## config.mk

```make
export PLATFORM = sky130hd
export DESIGN_NAME = peripheral_uart_wb_master_flat
export DESIGN_NICKNAME = d
export VERILOG_FILES = /design/src/rtl/peripheral_uart_wb_master_if.sv /design/src/rtl/peripheral_uart_wb_master.sv /design/src/flat_wrapper.sv
export SDC_FILE = /design/constraint.sdc
export NUM_CORES = 1
export LEC_CHECK = 0
export ABC_AREA = 1
export BUFFER_PORTS_ARGS = -buffer_cell sky130_fd_sc_hd__buf_2
export CORE_ASPECT_RATIO = 1.75
export CORE_MARGIN = 2
export CORE_UTILIZATION = 48
export CTS_CLUSTER_SIZE = 12
export DETAILED_ROUTE_END_ITERATION = 16
export PLACE_DENSITY = 0.75
export SLEW_MARGIN = 20
export SYNTH_ARGS = -nofsm -noshare
export SYNTH_HDL_FRONTEND = slang
export SYNTH_SLANG_ARGS = --single-unit
```

## constraint.sdc

```tcl
create_clock -name wb_clk_i -period 1.17 [get_ports wb_clk_i]
set_input_delay 0.117 -clock wb_clk_i [delete_from_list [all_inputs] [get_ports wb_clk_i]]
set_output_delay 0.117 -clock wb_clk_i [all_outputs]
set_load 0.01 [all_outputs]
```

## src/rtl/peripheral_uart_wb_master_if.sv

```systemverilog
// Wishbone master bus toward the UART register slave plus the byte-stream client ports.
interface peripheral_uart_wb_master_if;
  logic [2:0] wb_adr_o;
  logic [7:0] wb_dat_o;
  logic [7:0] wb_dat_i;
  logic       wb_we_o;
  logic       wb_stb_o;
  logic       wb_cyc_o;
  logic [3:0] wb_sel_o;
  logic       wb_ack_i;
  logic [7:0] tx_data_i;
  logic       tx_valid_i;
  logic       tx_ready_o;
  logic [7:0] rx_data_o;
  logic       rx_valid_o;
  logic       rx_ready_i;
  logic       init_done_o;
  logic       err_o;

  modport master (
    output wb_adr_o, wb_dat_o, wb_we_o, wb_stb_o, wb_cyc_o, wb_sel_o,
    output tx_ready_o, rx_data_o, rx_valid_o, init_done_o, err_o,
    input  wb_dat_i, wb_ack_i, tx_data_i, tx_valid_i, rx_ready_i
  );

  modport slave (
    input  wb_adr_o, wb_dat_o, wb_we_o, wb_stb_o, wb_cyc_o, wb_sel_o,
    input  tx_ready_o, rx_data_o, rx_valid_o, init_done_o, err_o,
    output wb_dat_i, wb_ack_i, tx_data_i, tx_valid_i, rx_ready_i
  );
endinterface

```

## src/rtl/peripheral_uart_wb_master.sv

```systemverilog
// Wishbone initiator that programs a 16550-style UART and then shuttles bytes
// between the stream ports and THR/RBR by polling LSR.
module peripheral_uart_wb_master #(
  parameter logic [15:0] DIVISOR     = 16'd27,
  parameter logic [7:0]  LCR_VALUE   = 8'h03,
  parameter int unsigned ACK_TIMEOUT = 16
) (
  input logic wb_clk_i,
  input logic wb_rst_i,
  peripheral_uart_wb_master_if.master bus
);

  localparam int unsigned TMO_W     = (ACK_TIMEOUT > 1) ? $clog2(ACK_TIMEOUT) : 1;
  localparam logic [TMO_W-1:0] TMO_LAST = TMO_W'(ACK_TIMEOUT - 1);
  localparam logic [2:0] INIT_LAST  = 3'd5;
  localparam logic [2:0] ADR_DATA   = 3'd0;
  localparam logic [2:0] ADR_LSR    = 3'd5;

  typedef enum logic [2:0] {
    S_INIT,
    S_POLL,
    S_DECIDE,
    S_RDRBR,
    S_WRTHR
  } state_t;

  state_t           state;
  logic [2:0]       step;
  logic [TMO_W-1:0] tmo;
  logic             cyc;
  logic [2:0]       adr;
  logic [7:0]       dat;
  logic             we;
  logic             lsr_dr;
  logic             lsr_thre;
  logic             tx_full;
  logic [7:0]       tx_byte;
  logic             tx_ready;
  logic             rx_valid;
  logic [7:0]       rx_data;
  logic             init_done;
  logic             err;

  logic [2:0]       req_adr;
  logic [7:0]       req_dat;
  logic             req_we;

  // Address/data/direction of the access the current state wants to issue.
  always_comb begin
    req_adr = 3'd0;
    req_dat = 8'h00;
    req_we  = 1'b0;
    case (state)
      S_INIT: begin
        req_we = 1'b1;
        case (step)
          3'd0:    begin req_adr = 3'd3; req_dat = LCR_VALUE | 8'h80; end
          3'd1:    begin req_adr = 3'd0; req_dat = DIVISOR[7:0];      end
          3'd2:    begin req_adr = 3'd1; req_dat = DIVISOR[15:8];     end
          3'd3:    begin req_adr = 3'd3; req_dat = LCR_VALUE;         end
          3'd4:    begin req_adr = 3'd2; req_dat = 8'h07;             end
          default: begin req_adr = 3'd1; req_dat = 8'h00;             end
        endcase
      end
      S_POLL:  req_adr = ADR_LSR;
      S_RDRBR: req_adr = ADR_DATA;
      S_WRTHR: begin
        req_adr = ADR_DATA;
        req_dat = tx_byte;
        req_we  = 1'b1;
      end
      default: ;
    endcase
  end

  // Main controller: bus access sequencing, stream holding registers, init tracking.
  always_ff @(posedge wb_clk_i or posedge wb_rst_i) begin
    if (wb_rst_i) begin
      state     <= S_INIT;
      step      <= 3'd0;
      tmo       <= '0;
      cyc       <= 1'b0;
      adr       <= 3'd0;
      dat       <= 8'h00;
      we        <= 1'b0;
      lsr_dr    <= 1'b0;
      lsr_thre  <= 1'b0;
      tx_full   <= 1'b0;
      tx_byte   <= 8'h00;
      tx_ready  <= 1'b0;
      rx_valid  <= 1'b0;
      rx_data   <= 8'h00;
      init_done <= 1'b0;
      err       <= 1'b0;
    end else begin
      err <= 1'b0;

      if (rx_valid && bus.rx_ready_i) rx_valid <= 1'b0;

      // tx_ready is only ever high when the holding register is empty
      if (tx_ready && bus.tx_valid_i) begin
        tx_full  <= 1'b1;
        tx_byte  <= bus.tx_data_i;
        tx_ready <= 1'b0;
      end

      if (state == S_DECIDE) begin
        // RX first so the UART receive buffer cannot overrun behind a TX byte
        if (lsr_dr && !rx_valid)      state <= S_RDRBR;
        else if (lsr_thre && tx_full) state <= S_WRTHR;
        else                          state <= S_POLL;
      end else if (!cyc) begin
        adr <= req_adr;
        dat <= req_dat;
        we  <= req_we;
        cyc <= 1'b1;
        tmo <= '0;
      end else if (bus.wb_ack_i) begin
        cyc <= 1'b0;
        case (state)
          S_INIT: begin
            if (step == INIT_LAST) begin
              step      <= 3'd0;
              init_done <= 1'b1;
              tx_ready  <= ~tx_full;
              state     <= S_POLL;
            end else begin
              step <= step + 3'd1;
            end
          end
          S_POLL: begin
            lsr_dr   <= bus.wb_dat_i[0];
            lsr_thre <= bus.wb_dat_i[5];
            state    <= S_DECIDE;
          end
          S_RDRBR: begin
            rx_data  <= bus.wb_dat_i;
            rx_valid <= 1'b1;
            state    <= S_POLL;
          end
          S_WRTHR: begin
            tx_full  <= 1'b0;
            tx_ready <= 1'b1;
            state    <= S_POLL;
          end
          default: state <= S_POLL;
        endcase
      end else if (tmo == TMO_LAST) begin
        // Abandon the access; a pending tx byte stays held for the next attempt
        cyc <= 1'b0;
        err <= 1'b1;
        if (state == S_INIT) step  <= 3'd0;
        else                 state <= S_POLL;
      end else begin
        tmo <= tmo + TMO_W'(1);
      end
    end
  end

  assign bus.wb_adr_o    = adr;
  assign bus.wb_dat_o    = dat;
  assign bus.wb_we_o     = we;
  assign bus.wb_cyc_o    = cyc;
  assign bus.wb_stb_o    = cyc;
  assign bus.wb_sel_o    = 4'b0001;
  assign bus.tx_ready_o  = tx_ready;
  assign bus.rx_data_o   = rx_data;
  assign bus.rx_valid_o  = rx_valid;
  assign bus.init_done_o = init_done;
  assign bus.err_o       = err;

endmodule

```

## src/flat_wrapper.sv

```systemverilog
// flat-port wrapper written by rule: the top's interface ports become plain ports
module peripheral_uart_wb_master_flat 
#(
  parameter logic [15:0] DIVISOR     = 16'd27,
  parameter logic [7:0]  LCR_VALUE   = 8'h03,
  parameter int unsigned ACK_TIMEOUT = 16
)
  (wb_clk_i, wb_rst_i, bus_wb_adr_o, bus_wb_dat_o, bus_wb_we_o, bus_wb_stb_o, bus_wb_cyc_o, bus_wb_sel_o, bus_tx_ready_o, bus_rx_data_o, bus_rx_valid_o, bus_init_done_o, bus_err_o, bus_wb_dat_i, bus_wb_ack_i, bus_tx_data_i, bus_tx_valid_i, bus_rx_ready_i);
  peripheral_uart_wb_master_if bus_i ();
  input logic wb_clk_i;
  input logic wb_rst_i;
  output wire logic [$bits(bus_i.wb_adr_o)-1:0] bus_wb_adr_o;
  output wire logic [$bits(bus_i.wb_dat_o)-1:0] bus_wb_dat_o;
  output wire logic [$bits(bus_i.wb_we_o)-1:0] bus_wb_we_o;
  output wire logic [$bits(bus_i.wb_stb_o)-1:0] bus_wb_stb_o;
  output wire logic [$bits(bus_i.wb_cyc_o)-1:0] bus_wb_cyc_o;
  output wire logic [$bits(bus_i.wb_sel_o)-1:0] bus_wb_sel_o;
  output wire logic [$bits(bus_i.tx_ready_o)-1:0] bus_tx_ready_o;
  output wire logic [$bits(bus_i.rx_data_o)-1:0] bus_rx_data_o;
  output wire logic [$bits(bus_i.rx_valid_o)-1:0] bus_rx_valid_o;
  output wire logic [$bits(bus_i.init_done_o)-1:0] bus_init_done_o;
  output wire logic [$bits(bus_i.err_o)-1:0] bus_err_o;
  input wire logic [$bits(bus_i.wb_dat_i)-1:0] bus_wb_dat_i;
  input wire logic [$bits(bus_i.wb_ack_i)-1:0] bus_wb_ack_i;
  input wire logic [$bits(bus_i.tx_data_i)-1:0] bus_tx_data_i;
  input wire logic [$bits(bus_i.tx_valid_i)-1:0] bus_tx_valid_i;
  input wire logic [$bits(bus_i.rx_ready_i)-1:0] bus_rx_ready_i;
  assign bus_wb_adr_o = bus_i.wb_adr_o;
  assign bus_wb_dat_o = bus_i.wb_dat_o;
  assign bus_wb_we_o = bus_i.wb_we_o;
  assign bus_wb_stb_o = bus_i.wb_stb_o;
  assign bus_wb_cyc_o = bus_i.wb_cyc_o;
  assign bus_wb_sel_o = bus_i.wb_sel_o;
  assign bus_tx_ready_o = bus_i.tx_ready_o;
  assign bus_rx_data_o = bus_i.rx_data_o;
  assign bus_rx_valid_o = bus_i.rx_valid_o;
  assign bus_init_done_o = bus_i.init_done_o;
  assign bus_err_o = bus_i.err_o;
  assign bus_i.wb_dat_i = bus_wb_dat_i;
  assign bus_i.wb_ack_i = bus_wb_ack_i;
  assign bus_i.tx_data_i = bus_tx_data_i;
  assign bus_i.tx_valid_i = bus_tx_valid_i;
  assign bus_i.rx_ready_i = bus_rx_ready_i;
  peripheral_uart_wb_master #(.DIVISOR(DIVISOR), .LCR_VALUE(LCR_VALUE), .ACK_TIMEOUT(ACK_TIMEOUT)) u_core (.wb_clk_i(wb_clk_i), .wb_rst_i(wb_rst_i), .bus(bus_i));
endmodule
```

# Word level (Yosys, flattened, before mapping)
# Cells that the tools add are included.
[totals]
ff_bits = 46
latch_bits = 0
ramBits = 0
mem_bits_ro = 0
inputBits = 21
output_inout_bits = 30
elab_cells = 98
memories = 0
[op_classes]
addsub = 2
mul = 0
n_div = 0
n_lt_le_gt_ge = 0
n_eq_ne = 13
n_shift = 0
mux = 45
n_bitwise = 3
reduce_logical = 19
[ops]
columns = ["cell", "count"]
rows = [
  ["2-to-1 mux 3 bit", 13],
  ["case mux 8 bit (4 select lines)", 1],
  ["2-to-1 mux 1 bit", 23],
  ["case mux 8 bit (2 select lines)", 1],
  ["AND reduction 4 bit", 4],
  ["2-to-1 mux 4 bit", 3],
  ["case mux 3 bit (2 select lines)", 2],
  ["equality test 3 x 2 -> 1 bit (second input constant)", 3],
  ["equality test 3 bit (second input constant)", 3],
  ["equality test 3 x 1 -> 1 bit (second input constant)", 2],
  ["logical NOT 3 bit", 2],
  ["case mux 2 bit (3 select lines)", 1],
  ["AND reduction 5 bit", 1],
  ["adder 4 x 1 -> 4 bit (second input constant)", 1],
  ["equality test 4 bit (second input constant)", 1],
  ["logical AND 1 bit", 4],
  ["!= test 2 bit (second input constant)", 2],
  ["nonzero test 2 bit", 2],
  ["OR reduction 2 bit", 2],
  ["adder 3 x 1 -> 3 bit (second input constant)", 1],
  ["!= test 3 x 1 -> 1 bit (second input constant)", 1],
  ["!= test 3 x 2 -> 1 bit (second input constant)", 1],
  ["NOT 1 bit", 3],
  ["AND reduction 3 bit", 1],
  ["4 further kinds", 4],
]

# Depth between registers and ports, before layout
[depth]
word_depth = 7
ltp_mapped = 8
ltp_nobuf = 8

# Worst setup path after synthesis
# No wires, ideal clock.
[synth_path]
path_kind = "register to register"
start = "reg u_core.cyc, in the netlist u_core.bus.wb_cyc_o"
end = "reg u_core.rx_data[5], in the netlist u_core.bus.rx_data_o[5]"
setup_time_ps = 117
arrival_ps = 1169
required_time_ps = 1053
path_slack_ps = -116
path_stages_with_launch = 8
path_buffers = 2
synth_period_minus_slack_ps = 1286
path_cell_list = "dfrtp_1 buf_4 nand2_2 nor3_4 inv_2 buf_6 nand2_2 o21ai_2"
[synth_via]
elab_chain_cells = 1
[synth_lines]
columns = ["element", "line", "source"]
rows = [
  ["start: declaration", "peripheral_uart_wb_master.sv:30", "logic cyc;"],
  ["start signal: assignment", "peripheral_uart_wb_master.sv:82", "cyc <= 1'b0;"],
  ["start signal: assignment", "peripheral_uart_wb_master.sv:116", "cyc <= 1'b1;"],
  ["start signal: assignment", "peripheral_uart_wb_master.sv:119", "cyc <= 1'b0;"],
  ["AND reduction 4 bit (no source line)", "n/a", ""],
  ["end signal: assignment", "peripheral_uart_wb_master.sv:137", "rx_data <= bus.wb_dat_i;"],
  ["end: declaration", "peripheral_uart_wb_master.sv:40", "logic [7:0] rx_data;"],
]
# Every way passes these cells.
# A chain may end at the register's enable or synchronous reset.

# Worst setup path after layout
[layout_path]
start = "reg u_core.tmo[1]"
end = "reg u_core.tmo[3]"
[layout_via]
elab_chain_cells = 4
elab_cells_between_ends = 7
cone_classes = "add/sub: 1; eq/ne: 2; mux: 3; reduce/logical: 1"
[layout_lines]
columns = ["element", "line", "source"]
rows = [
  ["start: declaration", "peripheral_uart_wb_master.sv:29", "logic [TMO_W-1:0] tmo;"],
  ["start signal: assignment", "peripheral_uart_wb_master.sv:155", "tmo <= tmo + TMO_W'(1);"],
  ["adder 4 x 1 -> 4 bit", "peripheral_uart_wb_master.sv:155", ""],
  ["2-to-1 mux 4 bit", "peripheral_uart_wb_master.sv:148", "end else if (tmo == TMO_LAST) begin"],
  ["2-to-1 mux 4 bit", "peripheral_uart_wb_master.sv:118", "end else if (bus.wb_ack_i) begin"],
  ["2-to-1 mux 4 bit", "peripheral_uart_wb_master.sv:112", "end else if (!cyc) begin"],
]
# Parallel ways exist; a longest one is shown, timed or not. The select of a mux whose other input is x is not followed.

==> flow_summary.yaml <==
floorplan:
  die_h_um: 92.58
  num_rows: 32
  coreArea_sq_um: 4364
  die_area_sq_um: 5056
  die_w_um: 54.62
  io_pins: 51
  initial_core_util: 0.4931
timing:
  setup_tns_ps: -1248
  period_needed_ps: 1251
  hold_viol: 0
  fmax_mhz: 799.3
  post-route-period-util: 1.069
  setup-violations-final: 30
  drv_slew: 0
  rsz0062_at_grt: "yes"
  finClkSkew_ps: 4.656
  setup_ws_ps: -81.14
setup_path:
  crit_family: "flip-flops"
  path_buf_inv: 1
  critical_path_class: "flip-flop to flip-flop"
  cp_data_required_time_ps: 1410
  crit_fanout: 5
  startpoint_type: "flip-flop"
  end_kind: "flip-flop"
  cp_slowest_stage_delay_ps: 400
  path_common_cell: "nand2_4"
  critPathArrivalTime_ps: 1490
  path_cells: "ha_2 > nand3_2 > nand2_2 > nand2_4 > nand2_4 > buf_6 > o21ai_2"
  slowest_stage: "dfrtp_1"
yosys:
  ys_ff_latch: 46
  synth_edf_count: 0
  yosys_warnings: 0
  yosysSeqAreaShare: 0.5349
  synth_area_sq_um: 2152
  synth_top_flop_cell: "dfrtp_1"
  avgSynthCellArea_sq_um: 8.473
  synthArstFlopShare: 1.000
  synthCells: 254
  yosys.area.top_type: "dfrtp_1"
  synth_cell_type_count: 24
  synth_top_area_frac: 0.5349
  yosys-top-cells-area: "dfrtp_1 53%, nand2_1 16%, o21ai_0 4.7%"
clocking:
  cts_buffers: 5
  cts-root-buf: "clkbuf_8"
  cts_max_path_buffers: 2
  path_clk_slew_ps: 80
  numClockSinks: 46
  clkLatencyLatePin_ps: 310
  cts_tree: "done"
  h-tree-depth: 2
detailed_routing:
  wl_per_cell_um: 13.52
  route.detailed.drc: 0
  drt-total-wl_mm: 5.247
  num_vias: 1913
  via_per_inst: 4.930
  ant_nets: 0
  drtIter0Drc: 27
  first_pass_iters: 4
place:
  io_buffer_count: 46
  place_congestion: 0.8488
  dpl.hpwl_mm: 3.724
grt:
  grt_overflow_total: 0
  antenna_found_initial: 0
  grt_use_total: 0.2274
  grt_pass1_wl_mm: 8.383
  first_global_vias: 1983
  grt_max_degree: 21
min_path:
  hp-class: "input pin to flip-flop"
power_and_ir_drop:
  ir_drop_uv: 1727
  total_power_w: 0.008087
  power_leakage_nw: 1.597
  p_per_area_nw_per_um2: 2698
final_layout:
  syn_to_final_growth_pct: 39.30
  final_nets: 359
  antenna_cells: 0
  multi_input_area_sq_um: 985.9
  fillers: 361
  seqCellArea_sq_um: 1155
  drive_gt1_frac: 0.4540
run_status:
  status: "complete, but fails checks"
  violations: "setup timing"
job:
  max-cap-violations: 0
## final timing paths
check	start	depth (start not counted)	slack (ps)	endpoint
hold / removal	bus_wb_dat_i[7]	3	5	u_core.bus.rx_data_o[7]
setup reg to reg	u_core.tmo[1]	7	-80	u_core.tmo[3]
hold reg to reg	u_core.bus.rx_data_o[4]	2	470	u_core.bus.rx_data_o[4]
max in group asynchronous	wb_rst_i	4	340	u_core.bus.wb_cyc_o
setup / recovery	u_core.tmo[1]	7	-80	u_core.tmo[3]
min in group asynchronous	wb_rst_i	3	360	u_core.bus.wb_adr_o[2]
## cells in the mapped netlist, types with 2 or more instances
library cell and instances:
buf_2 2, o21ai_2 3, nand2_2 3, nand4_1 3, inv_2 3, dfrtp_1 46
ha_1 2, inv_1 24, conb_1 2, buf_4 7, nand2_1 93, mux2_2 6
nor2_1 13, nor3_1 3, a21oi_1 5, o21ai_0 20, nand3_1 10, or2_2 3
## repair_timing
action | 4_1_cts | 5_1_grt
endpoints found under the setup margin | 28 | 39
hold buffers | 2 | 0
pin swaps | 5 | 7
resized for setup | 29 | 36
buffers inserted | 6 | 5
hold endpoints to repair | 19 | 0
gates cloned | 1 | 0
## power by group
part | internal (W) | switching (W)
registers | 0.00226 | 0.000497
clock network | 0.000638 | 0.000558
logic | 0.00188 | 0.00226
total | 0.00478 | 0.00331
## sequential cells by signal (all words and copies together), names as in the netlist
| signal | flops |
|---|---|
| u_core.bus.tx_ready_o | 1 |
| u_core.lsr_thre | 1 |
| u_core.tx_full | 1 |
| u_core.bus.rx_data_o | 8 |
| u_core.bus.wb_cyc_o | 1 |
| u_core.bus.err_o | 1 |
| u_core.bus.wb_adr_o | 3 |
| u_core.step | 3 |
| u_core.bus.init_done_o | 1 |
| u_core.state | 3 |
| u_core.bus.rx_valid_o | 1 |
| u_core.lsr_dr | 1 |
| u_core.bus.wb_we_o | 1 |
| u_core.bus.wb_dat_o | 8 |
| u_core.tx_byte | 8 |
| u_core.tmo | 4 |
## metrics by stage
stage | hold slack, ps | util | instance area [sq um] | worst slack (ps) | cells
after floorplan | 133.9 | - | 2187 | -69.75 | 256
after global placement | 152.2 | 0.5926 | 2586 | -87.97 | 366
after detailed placement | 155.6 | 0.5926 | 2586 | -152.2 | 366
after CTS | 0.6490 | 0.6542 | 2855 | -78.99 | 383
after global routing | 22.28 | 0.6869 | 2998 | -171.4 | 388
final | 5.104 | 0.6869 | 2998 | -81.14 | 388
## cell type report
class,count,area share
sequential,46,0.3852
inverter,27,0.03673
timing repair buffer,82,0.1912
tap,51,0.02129
clock inverter,2,0.01252
multi-input combinational,174,0.3289
clock buffer,6,0.02421
## worst min-delay path, stage by stage
cell and delay [ps]:
buf_2 70, nand2_1 40, nand2_1 50
## cell families (layout without fill, tap and decap cells)
group | Yosys count | count (layout) | share of synthesized area
AOI/OAI and AO/OA | 29 | 29 | 0.07384
adders and majority gates | 2 | 2 | 0.01163
buffers and inverters | 37 | 117 | 0.08140
DFF | 46 | 46 | 0.5349
muxes | 6 | 6 | 0.03139
other | 2 | 4 | 0.003490
and+or+nand+nor | 132 | 133 | 0.2634
## per-layer routing
layer / up-vias / GRT usage / share of wire
met5: - / 0 / 0
met4: 0 / 0.09167 / 0.024
met3: 13 / 0.04032 / 0.031
met2: 38 / 0.4286 / 0.58
met1: 911 / 0.2233 / 0.36
li1: 951 / - / -
## cell usage in the layout, fill, tap and decap left out, types with 3 or more instances in the layout
master and n:
o21ai_0 9, nand2_1 76, dfrtp_2 3, dfrtp_1 43
a21oi_1 4, buf_4 24, buf_6 10, clkbuf_8 5
o21ai_2 11, inv_2 6, conb_1 4, inv_1 18
or2_2 3, nor2_2 3, nand2_2 16, nand4_1 3
o21ai_1 3, nor2_1 8, nand2_4 5, mux2_2 6
nand3_1 8, buf_2 44
No activity file was read; power rests on OpenSTA's default activity.
